### src/rtl/aes_pkg.sv
// ---------------------------------------------------------------------------
// aes_pkg
// Shared AES datapath definitions: GF(2^8) reduction constant, state /
// column / byte types, the MixColumns FSM encoding and the xtime helper
// (multiply by 2 in GF(2^8)), which the inverse MixColumns path also uses.
// ---------------------------------------------------------------------------
package aes_pkg;

   // Low byte of the AES field polynomial x^8 + x^4 + x^3 + x + 1 (0x11B).
   localparam logic [7:0] AES_POLY_LSB = 8'h1B;

   typedef logic [127:0] aes_state_t;
   typedef logic [31:0]  aes_col_t;
   typedef logic [7:0]   aes_byte_t;

   typedef enum logic [1:0] {
      MC_IDLE = 2'd0,
      MC_BUSY = 2'd1,
      MC_DONE = 2'd2
   } mc_state_e;

   // Multiply by 2 in GF(2^8); the shifted-out bit folds back in as 0x1B.
   function automatic aes_byte_t xtime(input aes_byte_t x);
      return {x[6:0], 1'b0} ^ (x[7] ? AES_POLY_LSB : 8'h00);
   endfunction

endpackage

### src/rtl/mix_single_column.sv
// ---------------------------------------------------------------------------
// mix_single_column
// Combinational forward MixColumns on one 32-bit column.
// Ports:
//   col_in  [31:0]  input column, row 0 in the MSB byte
//   col_out [31:0]  transformed column, same byte order
// ---------------------------------------------------------------------------
module mix_single_column
   import aes_pkg::*;
(
   input  logic [31:0] col_in,
   output logic [31:0] col_out
);

   aes_byte_t a0, a1, a2, a3;
   aes_byte_t x0, x1, x2, x3;

   assign a0 = col_in[31:24];
   assign a1 = col_in[23:16];
   assign a2 = col_in[15:8];
   assign a3 = col_in[7:0];

   assign x0 = xtime(a0);
   assign x1 = xtime(a1);
   assign x2 = xtime(a2);
   assign x3 = xtime(a3);

   // 3*a is expanded as xtime(a) ^ a.
   assign col_out[31:24] = x0 ^ (x1 ^ a1) ^ a2 ^ a3;
   assign col_out[23:16] = a0 ^ x1 ^ (x2 ^ a2) ^ a3;
   assign col_out[15:8]  = a0 ^ a1 ^ x2 ^ (x3 ^ a3);
   assign col_out[7:0]   = (x0 ^ a0) ^ a1 ^ a2 ^ x3;

endmodule

### src/rtl/mix_columns_seq.sv
// ---------------------------------------------------------------------------
// mix_columns_seq
// Iterative forward AES MixColumns engine. A 128-bit state is loaded over a
// valid/ready handshake, COLS_PER_CYCLE columns are rewritten in place per
// clock, and the result is held on out_data until accepted.
// Ports:
//   clk        rising-edge clock
//   rst_n      synchronous active-low reset
//   in_valid   in_data valid
//   in_ready   engine can accept a state (IDLE only)
//   in_data    input state, column c at [127-32c -: 32]
//   out_valid  out_data valid (DONE only)
//   out_ready  downstream accepts out_data
//   out_data   transformed state
//   busy       high while not IDLE
// ---------------------------------------------------------------------------
module mix_columns_seq
   import aes_pkg::*;
#(
   parameter int COLS_PER_CYCLE = 1
)(
   input  logic         clk,
   input  logic         rst_n,
   input  logic         in_valid,
   output logic         in_ready,
   input  logic [127:0] in_data,
   output logic         out_valid,
   input  logic         out_ready,
   output logic [127:0] out_data,
   output logic         busy
);

   localparam int N_STEPS = 4 / COLS_PER_CYCLE;
   localparam int STEP_W  = (N_STEPS > 1) ? $clog2(N_STEPS) : 1;

   generate
      if (COLS_PER_CYCLE != 1 && COLS_PER_CYCLE != 2 && COLS_PER_CYCLE != 4) begin : g_bad_cols
         $error("mix_columns_seq: COLS_PER_CYCLE must be 1, 2 or 4");
      end
   endgenerate

   mc_state_e        state_q;
   logic [STEP_W-1:0] step_q;
   aes_state_t       data_q;
   aes_state_t       data_next;
   logic             last_step;

   logic [1:0] col_idx [COLS_PER_CYCLE];
   logic [6:0] col_lsb [COLS_PER_CYCLE];
   aes_col_t   col_in  [COLS_PER_CYCLE];
   aes_col_t   col_out [COLS_PER_CYCLE];

   // Column c lives at bit offset 32*(3-c); for a 2-bit index that is {~c, 5'b0}.
   always_comb begin
      for (int k = 0; k < COLS_PER_CYCLE; k++) begin
         col_idx[k] = 2'((32'(step_q) * COLS_PER_CYCLE) + k);
         col_lsb[k] = {~col_idx[k], 5'b0};
         col_in[k]  = data_q[col_lsb[k] +: 32];
      end
   end

   generate
      for (genvar g = 0; g < COLS_PER_CYCLE; g++) begin : g_mix
         mix_single_column u_mix (
            .col_in  (col_in[g]),
            .col_out (col_out[g])
         );
      end
   endgenerate

   always_comb begin
      data_next = data_q;
      for (int k = 0; k < COLS_PER_CYCLE; k++) begin
         data_next[col_lsb[k] +: 32] = col_out[k];
      end
   end

   assign last_step = (step_q == STEP_W'(N_STEPS - 1));

   always_ff @(posedge clk) begin
      if (!rst_n) begin
         state_q <= MC_IDLE;
         step_q  <= '0;
         data_q  <= '0;
      end else begin
         case (state_q)
            MC_IDLE: begin
               if (in_valid) begin
                  data_q  <= in_data;
                  step_q  <= '0;
                  state_q <= MC_BUSY;
               end
            end
            MC_BUSY: begin
               data_q <= data_next;
               step_q <= step_q + STEP_W'(1);
               if (last_step) begin
                  state_q <= MC_DONE;
               end
            end
            MC_DONE: begin
               if (out_ready) begin
                  state_q <= MC_IDLE;
               end
            end
            default: state_q <= MC_IDLE;
         endcase
      end
   end

   assign in_ready  = (state_q == MC_IDLE);
   assign out_valid = (state_q == MC_DONE);
   assign busy      = (state_q != MC_IDLE);
   assign out_data  = data_q;

endmodule

### config.mk
export PLATFORM = sky130hd
export DESIGN_NAME = mix_columns_seq
export DESIGN_NICKNAME = d
export VERILOG_FILES = /design/src/rtl/aes_pkg.sv /design/src/rtl/mix_single_column.sv /design/src/rtl/mix_columns_seq.sv
export SDC_FILE = /design/constraint.sdc
export NUM_CORES = 1
export LEC_CHECK = 0
export CAP_MARGIN = 15
export CORE_UTILIZATION = 52
export CTS_BUF_LIST = sky130_fd_sc_hd__clkbuf_16
export DETAILED_ROUTE_END_ITERATION = 10
export PLACE_DENSITY_LB_ADDON = 0.08
export SLEW_MARGIN = 0
export SYNTH_ARGS = -nofsm -noshare
export SYNTH_HDL_FRONTEND = slang
export SYNTH_SLANG_ARGS = --single-unit
### constraint.sdc
create_clock -name clk -period 7.9 [get_ports clk]
set_clock_uncertainty 0.2 [all_clocks]
set_input_delay 1.185 -clock clk [delete_from_list [all_inputs] [get_ports clk]]
set_output_delay 1.185 -clock clk [all_outputs]
set_load 0.1 [all_outputs]
==> out/metrics.cfg <==
[setup_path]
r2r_end=out_data[113]
arrival_ps=2460
slowest_stage=clkdlybuf4s50_1
path_cells=nor2b_1, clkdlybuf4s50_1
required_ps=6510
cp-end-kind=output pin
start_kind=flip-flop
crit_fanout=17
path_delay_family=buffers and inverters
crit_type=reg2out
rr_startpoint=step_q[0]
ff2ff_setup_slack_ps=4540
max_stage_delay_ps=1150
path_buf_inv=1
cp_num_cells=2
r2r_cells=7

[detailed_routing]
post_drt_wl_per_cell_um=23.92
met1_length_mm=12.59
via_per_inst=6.833
dr_wl_met3_mm=3.235
routed_wirelength_mm=31.63
initialDrtViolationCount=921
vias=9033
firstDrtPassIters=5
ant_nets=0
wl_met2_mm=14.81
drc=0
top_layer=met4

[clock_network]
cts_buffers=17
cts_max_level=4
post_cts_buffers=0
clock_latency_ps=430
ctsResizeCount=0
cts_tree=built
cts-hold-fix-buffers=0
clk_pin_slew_ps=60
cts_root_buf=clkbuf_16
clockBufferDepth=2
cts.sinks=132

[timing]
relSlewSlack_pct=19.32
fin_crit_sh_pct=48.62
setup_viol=0
period_needed_ps=3841
tns_ps=0
slew_violations=0
max_freq_ghz=0.2603
whs_ps=386.8
hold_viol=0
fin_ws_ps=4059
tightest_slew_ps=1210
rsz0062_at_grt=false

[yosys]
yosys_warnings=0
netlist_area_um2=8965
synth_cell_types=34
synthesis.nets=1040
ys_seq_elements=132
syn_avg_cell_area_um2=9.917
syn_inst=904
ys_seq_area_share_pct=29.48

[floorplanning]
die-width_um=133.3
start_util_pct=53.68
die_y_um=133.3
core_area_um2=16700
die_area_um2=17770
rows=47
ioPinCount=263

[global_route]
grtUsageTotal_pct=36.01
grt_max_degree=133
overflow=0
grt_antenna_before_repair=0
grt_pass1_wl_mm=48.85
first_global_vias=8560

[finish]
layout-drive-gt1-share_pct=14.16
stdcell_count=1322
fillers=1239
diodes=0
layout.cells.most_common=clkdlybuf4s50_1
multi_input_area_um2=5892
layout_common_cells=261 x clkdlybuf4s50_1, 211 x a211oi_1, 130 x a21oi_1, 130 x dfxtp_1, 128 x o21ai_0
regArea_um2=2645
syn2layout_area_growth_pct=35.23
nets=1229

[power_and_ir_drop]
p_leak_nw=4.197
peakVddDrop_mv=0.2753
p_per_area_nw_per_um2=362.4
finalPower_mw=4.393

[worst_hold_path]
holdPathEnd=out_data[75]
hp-start=out_data[75]
holdPathStages=2
hp-class=reg2reg

[placed_design]
pre_cts_ws_ps=4329
dp_hpwl_mm=20.55
io_buffers=262
gp_congestion=0.8633
placedCellCount=1294

[flow_run]
cap_violations=0

[status]
status=complete, no violations

-- synthesized netlist by cell type --
cell type / count / area [um^2]
nand3b_1: 1 / 7.510
xnor2_4: 1 / 27.53
buf_12: 1 / 20.02
xor2_2: 1 / 16.27
buf_2: 7 / 35.03
a211oi_2: 45 / 563.0
o21ai_0: 128 / 640.6
nor2b_1: 7 / 43.79
xor3_1: 12 / 285.3
nand2b_1: 7 / 43.79
a21oi_1: 130 / 650.6
inv_1: 5 / 18.77
clkbuf_1: 96 / 360.4
or2_2: 1 / 6.260
xor2_1: 12 / 105.1
buf_6: 4 / 45.04
nor4_1: 4 / 25.02
ha_1: 4 / 50.05
xnor3_2: 6 / 142.6
mux2i_1: 1 / 10.01
nor2_1: 2 / 7.510
xnor2_2: 11 / 178.9
nand2_1: 4 / 15.01
dfxtp_1: 132 / 2643
mux2_2: 4 / 45.04
buf_1: 1 / 3.750
o21bai_1: 1 / 7.510
a211oi_1: 211 / 1584
xnor2_1: 4 / 35.03
a21boi_0: 1 / 7.510
xor2_4: 1 / 27.53
mux4_2: 32 / 720.7
xnor3_1: 26 / 585.6
nor3b_1: 1 / 7.510
-- metrics by stage --
step | area (um^2) | util (%)
after CTS | 12120 | 72.59
after detailed placement | 11580 | 69.31
after global placement | 11580 | 69.31
after floorplan | 8965 | -
final | 12120 | 72.59
after global routing | 12120 | 72.59
-- per-layer routing --
layer	GRT usage [%]	up-vias
li1	-	3965
met1	49.03	4372
met2	54.83	619
met3	8.181	77
met4	15.85	0
met5	0	-
-- layout make-up --
cell class / count / area share (%)
sequential: 132 / 21.82
timing repair buffer: 279 / 22.64
inverter: 5 / 0.1548
clock buffer: 17 / 3.509
tap: 220 / 2.271
multi-input combinational: 658 / 48.60
clock inverter: 11 / 1.001
-- kinds of logic (layout without fill, tap and decap cells) --
family | after synthesis | count (layout) | share of synthesized area, %
buffers and inverters | 114 | 312 | 5.387
adders and majority gates | 4 | 4 | 0.5583
DFF | 132 | 132 | 29.48
xor gates and xnor gates | 74 | 74 | 15.66
muxes | 37 | 37 | 8.653
and+or+nand+nor | 27 | 27 | 1.745
AOI/OAI and AO/OA | 516 | 516 | 38.52
-- sequential cells by signal (all words and copies together), names as in the netlist --
name and count:
out_data 128, step_q 2, state_q 2
-- worst max path at each step --
stage	startpoint	end
floorplan	state_q[1]	out_valid
global placement	in_valid	out_data[43]
detailed placement	in_valid	out_data[50]
CTS	state_q[1]	out_valid
global route	state_q[1]	out_valid
finish	state_q[1]	out_valid
-- power by group --
group | leakage [nW] | switching [mW] | total, mW | internal [mW]
sequential | 1.09 | 0.115 | 0.903 | 0.788
clock | 0.271 | 0.286 | 0.765 | 0.479
combinational | 2.84 | 1.80 | 2.73 | 0.925
-- worst min-delay path, delay by kind of cell, from the launching register on --
family | cells | cell delay (ps)
flip-flops | 1 | 320
AO/OA/AOI/OAI | 2 | 220
(Power assumes the default switching activity.)
